--- src/rtl/uart_tx_word_fifo.sv ---
// Transmit queue feeding the UART sender: a circular buffer of word/byte entries
// and a serialiser that hands bytes to the sender over its enable/ready handshake.
module uart_tx_word_fifo #(
  parameter int unsigned DEPTH_LOG2   = 4,
  parameter int unsigned WORD_BYTES   = 4,
  parameter bit          MSB_FIRST    = 1'b1,
  parameter int unsigned AFULL_MARGIN = 2
) (
  input  logic                    CLK,
  input  logic                    reset,
  input  logic                    push,
  input  logic                    push_byte_mode,
  input  logic [8*WORD_BYTES-1:0] push_data,
  output logic                    full,
  output logic                    almost_full,
  output logic [DEPTH_LOG2:0]     count,
  output logic                    overflow,
  output logic                    busy,
  input  logic                    sender_ready,
  output logic                    sender_enable,
  output logic [7:0]              sender_data
);

  localparam int unsigned Depth    = 1 << DEPTH_LOG2;
  localparam int unsigned DataW    = 8 * WORD_BYTES;
  localparam int unsigned NleftW   = $clog2(WORD_BYTES + 1);
  localparam int unsigned AfullInt = (AFULL_MARGIN >= Depth) ? 0 : Depth - AFULL_MARGIN;
  localparam logic [DEPTH_LOG2:0] DepthCnt = (DEPTH_LOG2 + 1)'(Depth);
  localparam logic [DEPTH_LOG2:0] AfullLvl = (DEPTH_LOG2 + 1)'(AfullInt);

  typedef enum logic [1:0] {StIdle, StSend, StGuard} state_e;

  state_e                  state_q, state_d;
  logic [DEPTH_LOG2-1:0]   wr_ptr_q, rd_ptr_q;
  logic [DEPTH_LOG2:0]     count_q, count_d;
  logic                    overflow_q;
  logic [DataW-1:0]        sh_q, sh_d;
  logic                    mode_q, mode_d;
  logic [NleftW-1:0]       nleft_q, nleft_d;
  logic                    en_q, en_d;
  logic [7:0]              data_q, data_d;
  logic [7:0]              cur_byte;
  logic [DataW:0]          mem [Depth];
  logic [DataW:0]          head;
  logic                    push_ok;
  logic                    pop;

  assign full        = (count_q == DepthCnt);
  assign almost_full = (count_q >= AfullLvl);
  assign count       = count_q;
  assign overflow    = overflow_q;
  assign busy        = (state_q != StIdle) || (count_q != '0);
  assign sender_enable = en_q;
  assign sender_data   = data_q;

  // A push is judged against the registered count, so a same-cycle pop never frees a slot.
  assign push_ok = push && !full;
  assign pop     = (state_q == StIdle) && (count_q != '0);
  assign head    = mem[rd_ptr_q];

  always_ff @(posedge CLK) begin
    if (push_ok) begin
      mem[wr_ptr_q] <= {push_byte_mode, push_data};
    end
  end

  always_comb begin
    count_d = count_q;
    if (push_ok && !pop) begin
      count_d = count_q + 1'b1;
    end else if (!push_ok && pop) begin
      count_d = count_q - 1'b1;
    end
  end

  // Byte-mode entries always send the low byte, whatever the word order.
  always_comb begin
    if (mode_q || !MSB_FIRST) begin
      cur_byte = sh_q[7:0];
    end else begin
      cur_byte = sh_q[DataW-1 -: 8];
    end
  end

  always_comb begin
    state_d = state_q;
    sh_d    = sh_q;
    mode_d  = mode_q;
    nleft_d = nleft_q;
    en_d    = 1'b0;
    data_d  = data_q;
    case (state_q)
      StIdle: begin
        if (pop) begin
          sh_d    = head[DataW-1:0];
          mode_d  = head[DataW];
          nleft_d = head[DataW] ? NleftW'(1) : NleftW'(WORD_BYTES);
          state_d = StSend;
        end
      end
      StSend: begin
        if (sender_ready) begin
          en_d    = 1'b1;
          data_d  = cur_byte;
          sh_d    = MSB_FIRST ? (sh_q << 8) : (sh_q >> 8);
          nleft_d = nleft_q - 1'b1;
          state_d = StGuard;
        end
      end
      StGuard: begin
        // Gives the sender a cycle to drop ready before the next byte is offered.
        state_d = (nleft_q == '0) ? StIdle : StSend;
      end
      default: state_d = StIdle;
    endcase
  end

  always_ff @(posedge CLK) begin
    if (reset) begin
      state_q    <= StIdle;
      wr_ptr_q   <= '0;
      rd_ptr_q   <= '0;
      count_q    <= '0;
      overflow_q <= 1'b0;
      sh_q       <= '0;
      mode_q     <= 1'b0;
      nleft_q    <= '0;
      en_q       <= 1'b0;
      data_q     <= 8'h00;
    end else begin
      state_q  <= state_d;
      count_q  <= count_d;
      sh_q     <= sh_d;
      mode_q   <= mode_d;
      nleft_q  <= nleft_d;
      en_q     <= en_d;
      data_q   <= data_d;
      if (push_ok) begin
        wr_ptr_q <= wr_ptr_q + 1'b1;
      end
      if (pop) begin
        rd_ptr_q <= rd_ptr_q + 1'b1;
      end
      if (push && !push_ok) begin
        overflow_q <= 1'b1;
      end
    end
  end

endmodule

--- config.mk ---
export PLATFORM = sky130hd
export DESIGN_NAME = uart_tx_word_fifo
export DESIGN_NICKNAME = d
export VERILOG_FILES = /design/src/rtl/uart_tx_word_fifo.sv
export SDC_FILE = /design/constraint.sdc
export NUM_CORES = 1
export LEC_CHECK = 0
export CAP_MARGIN = 20
export CORE_AREA = 2 2 212 214
export CTS_CLUSTER_DIAMETER = 40
export CTS_CLUSTER_SIZE = 14
export DETAILED_ROUTE_END_ITERATION = 10
export DIE_AREA = 0 0 214 216
export PLACE_DENSITY = 0.69
export SYNTH_ARGS = -nofsm -noshare
export SYNTH_HDL_FRONTEND = slang
export SYNTH_SLANG_ARGS = --single-unit
--- constraint.sdc ---
create_clock -name CLK -period 8.5 [get_ports CLK]
set_input_delay 1.7 -clock CLK [delete_from_list [all_inputs] [get_ports CLK]]
set_output_delay 1.7 -clock CLK [all_outputs]
set_load 0.005 [all_outputs]
Word level (Yosys, flattened, before mapping)
Memory sizes are Yosys's and may differ from the RTL's. A register that Yosys moved wholly into a read port is not among the register bits. Cells that the tools add are included.

Memory bits (read-only): 0. Bits of input ports: 37. Memories: 1. Memory bits (writable): 528. Bits in latches: 0. Register bits after elaboration: 61.

Memories: mem (depth 16, bits a word 33, read ports 1, clocked after memory_dff 1, wr ports 1, RTL line 43) `logic [DataW:0] mem [Depth];`.

Shift operators: 0. Eq/ne operators: 5. Add/sub/neg operators: 5. Multiply operators: 0. Reductions and logical operators: 20. Divide/modulo/power cells: 0. Muxes and demuxes: 19. Bitwise operators: 1. Magnitude comparators: 1.

Operators by type and width (count): 2-to-1 mux 32 bit (2); one-hot mux 32 bit (2 select lines) (1); 2-to-1 mux 5 bit (2); 2-to-1 mux 3 bit (3); adder 4 x 1 -> 4 bit (second input constant) (2); 2-to-1 mux 4 bit (2); 2-to-1 mux 8 bit (1); one-hot mux 2 bit (3 select lines) (1); one-hot mux 3 bit (2 select lines) (1); AND reduction 2 bit (3); nonzero test 2 bit (3); adder 5 x 1 -> 5 bit (second input constant) (1); == test 5 bit (second input constant) (1); greater-or-equal comparator 5 x 4 -> 1 bit (second input constant) (1); logical AND 1 bit (5); nonzero test 5 bit (1); subtractor 5 x 1 -> 5 bit (second input constant) (1); 2-to-1 mux 1 bit (4); 2-to-1 mux 2 bit (2); != test 2 bit (second input constant) (2); zero test 1 bit (3); zero test 3 bit (1); AND reduction 3 bit (1); subtractor 3 x 1 -> 3 bit (second input constant) (1); 6 further kinds (6).

Longest topological paths before layout
Depth after elaboration: 7. Gate-level depth with buffers: 13. Gate-level depth less buffers: 11.

Worst setup path before layout
OpenSTA, ideal clock, no wires.

Path kind: input to register. Start: input port push. End: memory mem[3][0] (netlist name) (enable). Path buffers: 0. Stages: 3. Slack: 3.371 ns. Required time: 8.036 ns. Arrival: 4.665 ns. Path through: a21boi_1 -> nand2_1 -> nor3_1.

Longest elaborated chain between the ends: 3.

RTL lines: start: declaration (RTL line 11) `input logic push,`; logical AND 1 bit (RTL line 57) `assign push_ok = push && !full;`; 2-to-1 mux 1 bit (RTL line 62) `if (push_ok) begin`; 2-to-1 mux 1 bit (implied by the code) (RTL line 63) `mem[wr_ptr_q] <= {push_byte_mode, push_data};`; end: declaration (RTL line 43).

No other way between the ends.

Final worst setup path
Start: register count_q[1], in the netlist count[1]. End: output port full.

Longest elaborated chain between the ends: 1.

RTL lines: start: declaration (RTL line 35) `logic [DEPTH_LOG2:0] count_q, count_d;`; start signal: assignment (RTL line 132) `count_q <= count_d;`; == test 5 bit (RTL line 48) `assign full = (count_q == DepthCnt);`; end: declaration (RTL line 14) `output logic full,`.

No other way between the ends.

==> results by group <==
Placement
  • # placed instances: 1,745
  • Final GP Congestion: 0.773
  • Dpl ws: 4.04 ns
  • Area post-placement: 0.0243 sq mm
  • Post-DP HPWL: 27,800 microns
  • Port Buffers: 54

Yosys
  • Part of the Yosys area used for sequential elements: 74.6%
  • Synth Area in Compound Gates: 2.56%
  • Combinational family with the most area after synthesis: multiplexers
  • Syn Inst Count: 1,140
  • Syn. warnings: 0
  • Synth Area in Simple Gates: 4.16%
  • Mean Syn Cell Area: 20.2 sq um
  • Mux contribution to synthesized area: 15.8%
  • Cell area after synthesis: 0.0230 sq mm
  • Synthesis-stage register bit count: 593
  • Synth Area in XOR/XNOR: 0.381%
  • Syn_nets: 1,189
  • Netlist cell types: 49
  • Synth Area in Adders: 0.686%

CTS
  • Clk root buf: clkbuf_16
  • Hold Buf Count CTS: 0
  • CTS resizes: 0
  • H-tree depth: 3
  • CTS tree: done
  • Worst-path clk slew: 0.05 ns
  • Clk Latency, worst-skew pair: 0.60 ns
  • Post-CTS setup buffers: 0
  • CTS buffer count: 75
  • Sink Count: 593
  • Max clock buf depth: 3

Flow run
  • Total of max-cap violations: 0

Power
  • P per Cell Area: 296 mW/mm^2
  • Sequential share of power: 43.5%
  • Peak supply drop: 0.168 mV
  • Switching Fraction: 26.2%
  • Int Pwr: 5.87 mW
  • Clock network power share: 41.2%
  • Total Power: 7.96 mW
  • Logic pwr share: 15.3%
  • Leakage: 8.50 nW
  • Psw: 2.09 mW

Detailed routing
  • Remaining antenna violation count after routing: 0
  • Detailed Route WL: 48,200 microns
  • Detailed-route DRC error count: 0
  • Drt first pass iters: 5
  • Initial DRC count: 1,278
  • Vias: 11,231
  • Routed WL per cell: 25.6 microns
  • Vias per std cell: 5.96

Timing
  • RSZ-0062 raised after global routing: no
  • Final setup violation count: 0
  • Final Max Tran Viols: 0
  • PnR worst setup slack: 4.63 ns
  • Worst Tran Pin Value: 0.996 ns
  • Final cycle utilization of the critical path: 45.5%
  • Max Clock Skew: 0.0167 ns
  • Post-layout minimum cycle time: 3.87 ns
  • Slew margin rel.: 33.4%
  • Setup TNS: 0 ns
  • Final Hold Vio Count: 0
  • Final hold slack: 0.476 ns
  • Max Fclk: 258 MHz

Setup path
  • CP max FO: 7
  • CP Data Arrival Time: 2.17 ns
  • Internal reg-to-reg setup slack: 5.27 ns
  • CP Launch Type: register
  • WS Path Type: register to primary output
  • Worst EP required: 6.80 ns
  • Worst Setup End Kind: primary output

Floorplanning
  • Ports: 55
  • Die H: 216 microns
  • Die W: 214 microns
  • # rows: 77
  • Initial Utilization: 52.4%
  • Core Area: 0.0438 sq mm
  • DIE AREA: 0.0462 sq mm

GRT
  • Vias in the first global route: 11,564
  • Initial antenna violation count: 0
  • GRT Util Overall: 21.4%
  • Largest net degree at the start of global routing: 60
  • First-pass GRT wire length: 73,200 microns
  • Overflow left after global routing: 0

Cells and area
  • Layout cells sized above 1: 29.9%
  • Fin area: 0.0269 sq mm
  • Diode count: 0
  • Area delta synth->final: 17.1%
  • Non-Filler Instances: 1,883
  • Post-Route Utilization: 61.4%
  • Nets: 1,279

Status
  • Status: complete, no violations

Worst hold path
  • Hold Crit Class: register to register
kinds of logic (layout without fill, tap and decap cells):
group	Yosys count	count (layout)
AO/OA/AOI/OAI	83	83
buffers and inverters	76	227
AND/OR/NAND/NOR	170	170
flip-flops	593	593
multiplexers	196	196
XOR/XNOR	10	10
adder cells (fa/ha/maj)	12	12
synth_stat cells (all sizes together):
master / n / area share (%)
a211oi: 11 / 0.36
a21boi: 1 / 0.033
a21o: 2 / 0.065
a21oi: 10 / 0.22
a22o: 9 / 0.34
a22oi: 18 / 0.59
a31o: 1 / 0.038
a41oi: 1 / 0.038
and2: 2 / 0.054
buf: 41 / 1.2
clkbuf: 27 / 0.44
dfxtp: 65 / 5.7
edfxtp: 528 / 69
fa: 1 / 0.087
ha: 11 / 0.60
inv: 8 / 0.13
mux2: 49 / 2.4
mux2i: 19 / 0.83
mux4: 128 / 13
nand2: 22 / 0.39
nand2b: 4 / 0.14
nand3: 5 / 0.11
nand4: 2 / 0.054
nor2: 70 / 1.1
nor2b: 4 / 0.11
nor3: 31 / 0.72
nor4: 25 / 1.3
o211a: 1 / 0.044
o21a: 1 / 0.033
o21ai: 3 / 0.065
o22ai: 25 / 0.73
or2: 1 / 0.027
or3: 1 / 0.027
or4: 2 / 0.082
or4b: 1 / 0.044
xnor2: 5 / 0.19
xor2: 5 / 0.19
power by group through the flow:
stage               Combinational, mW  Clock (mW)  Sequential, mW
floorplan                       0.924           0            3.46
global placement                 1.22           0            3.51
detailed placement               1.24           0            3.52
CTS                              1.24        3.33            3.46
global route                     1.33        3.46            3.47
finish                           1.22        3.28            3.46
flip-flops by register name, summed over array words and instances (netlist names), named ones only:
name,count
mem,528
sh_q,32
sender_data,8
count,5
rd_ptr_q,4
wr_ptr_q,4
nleft_q,3
state_q,2
mode_q,1
overflow,1
sender_enable,1
worst paths after layout:
check | cells past startpoint | endpoint | startpoint
hold reg to reg | 2 | nleft_q[1]$_SDFFE_PP0P_ | nleft_q[1]$_SDFFE_PP0P_
setup reg to reg | 12 | count[4]$_SDFFE_PP0P_ | count[0]$_SDFFE_PP0P_
setup / recovery | 3 | full | count[1]$_SDFFE_PP0P_
hold / removal | 2 | nleft_q[1]$_SDFFE_PP0P_ | nleft_q[1]$_SDFFE_PP0P_
cells in the final DEF (no fill, tap or decap), types with 9 or more instances in the layout:
cell,synthesis,routed
mux2_2,49,49
clkdlybuf4s50_1,0,53
a22o_1,9,9
ha_1,11,11
nand2_1,21,21
mux2i_1,19,19
mux4_2,128,128
nor2_1,70,57
o22ai_1,23,23
clkbuf_16,0,78
nor4_2,21,21
a22oi_1,18,18
edfxtp_1,528,528
dfxtp_1,65,61
inv_6,0,12
nor3_1,30,26
nor2_4,0,13
a211oi_1,11,11
a21oi_1,10,10
buf_4,3,23
layout make-up:
| class | count | area, sq um |
|---|---|---|
| Clock buffer | 86 | 2010 |
| Clock inverter | 52 | 633 |
| Fill cell | 3003 | 16900 |
| Inverter | 8 | 30.0 |
| Multi-Input combinational cell | 471 | 5530 |
| Sequential cell | 593 | 17200 |
| Tap cell | 592 | 741 |
| Timing Repair Buffer | 81 | 796 |
per-layer routing:
metal / track usage (%) / vias to the layer above / part of all wire [%]
li1: - / 4874 / -
met1: 31.1 / 5880 / 43
met2: 33.2 / 417 / 47
met3: 4.20 / 60 / 7.3
met4: 6.50 / 0 / 1.9
met5: 0 / - / 0
critical path: stages, from the launching register on:
cell and delay (ns):
dfxtp_1 0.38, nor4_1 0.47, and2_1 0.22, clkdlybuf4s50_1 0.51
Power figures use the tool's default switching activity.
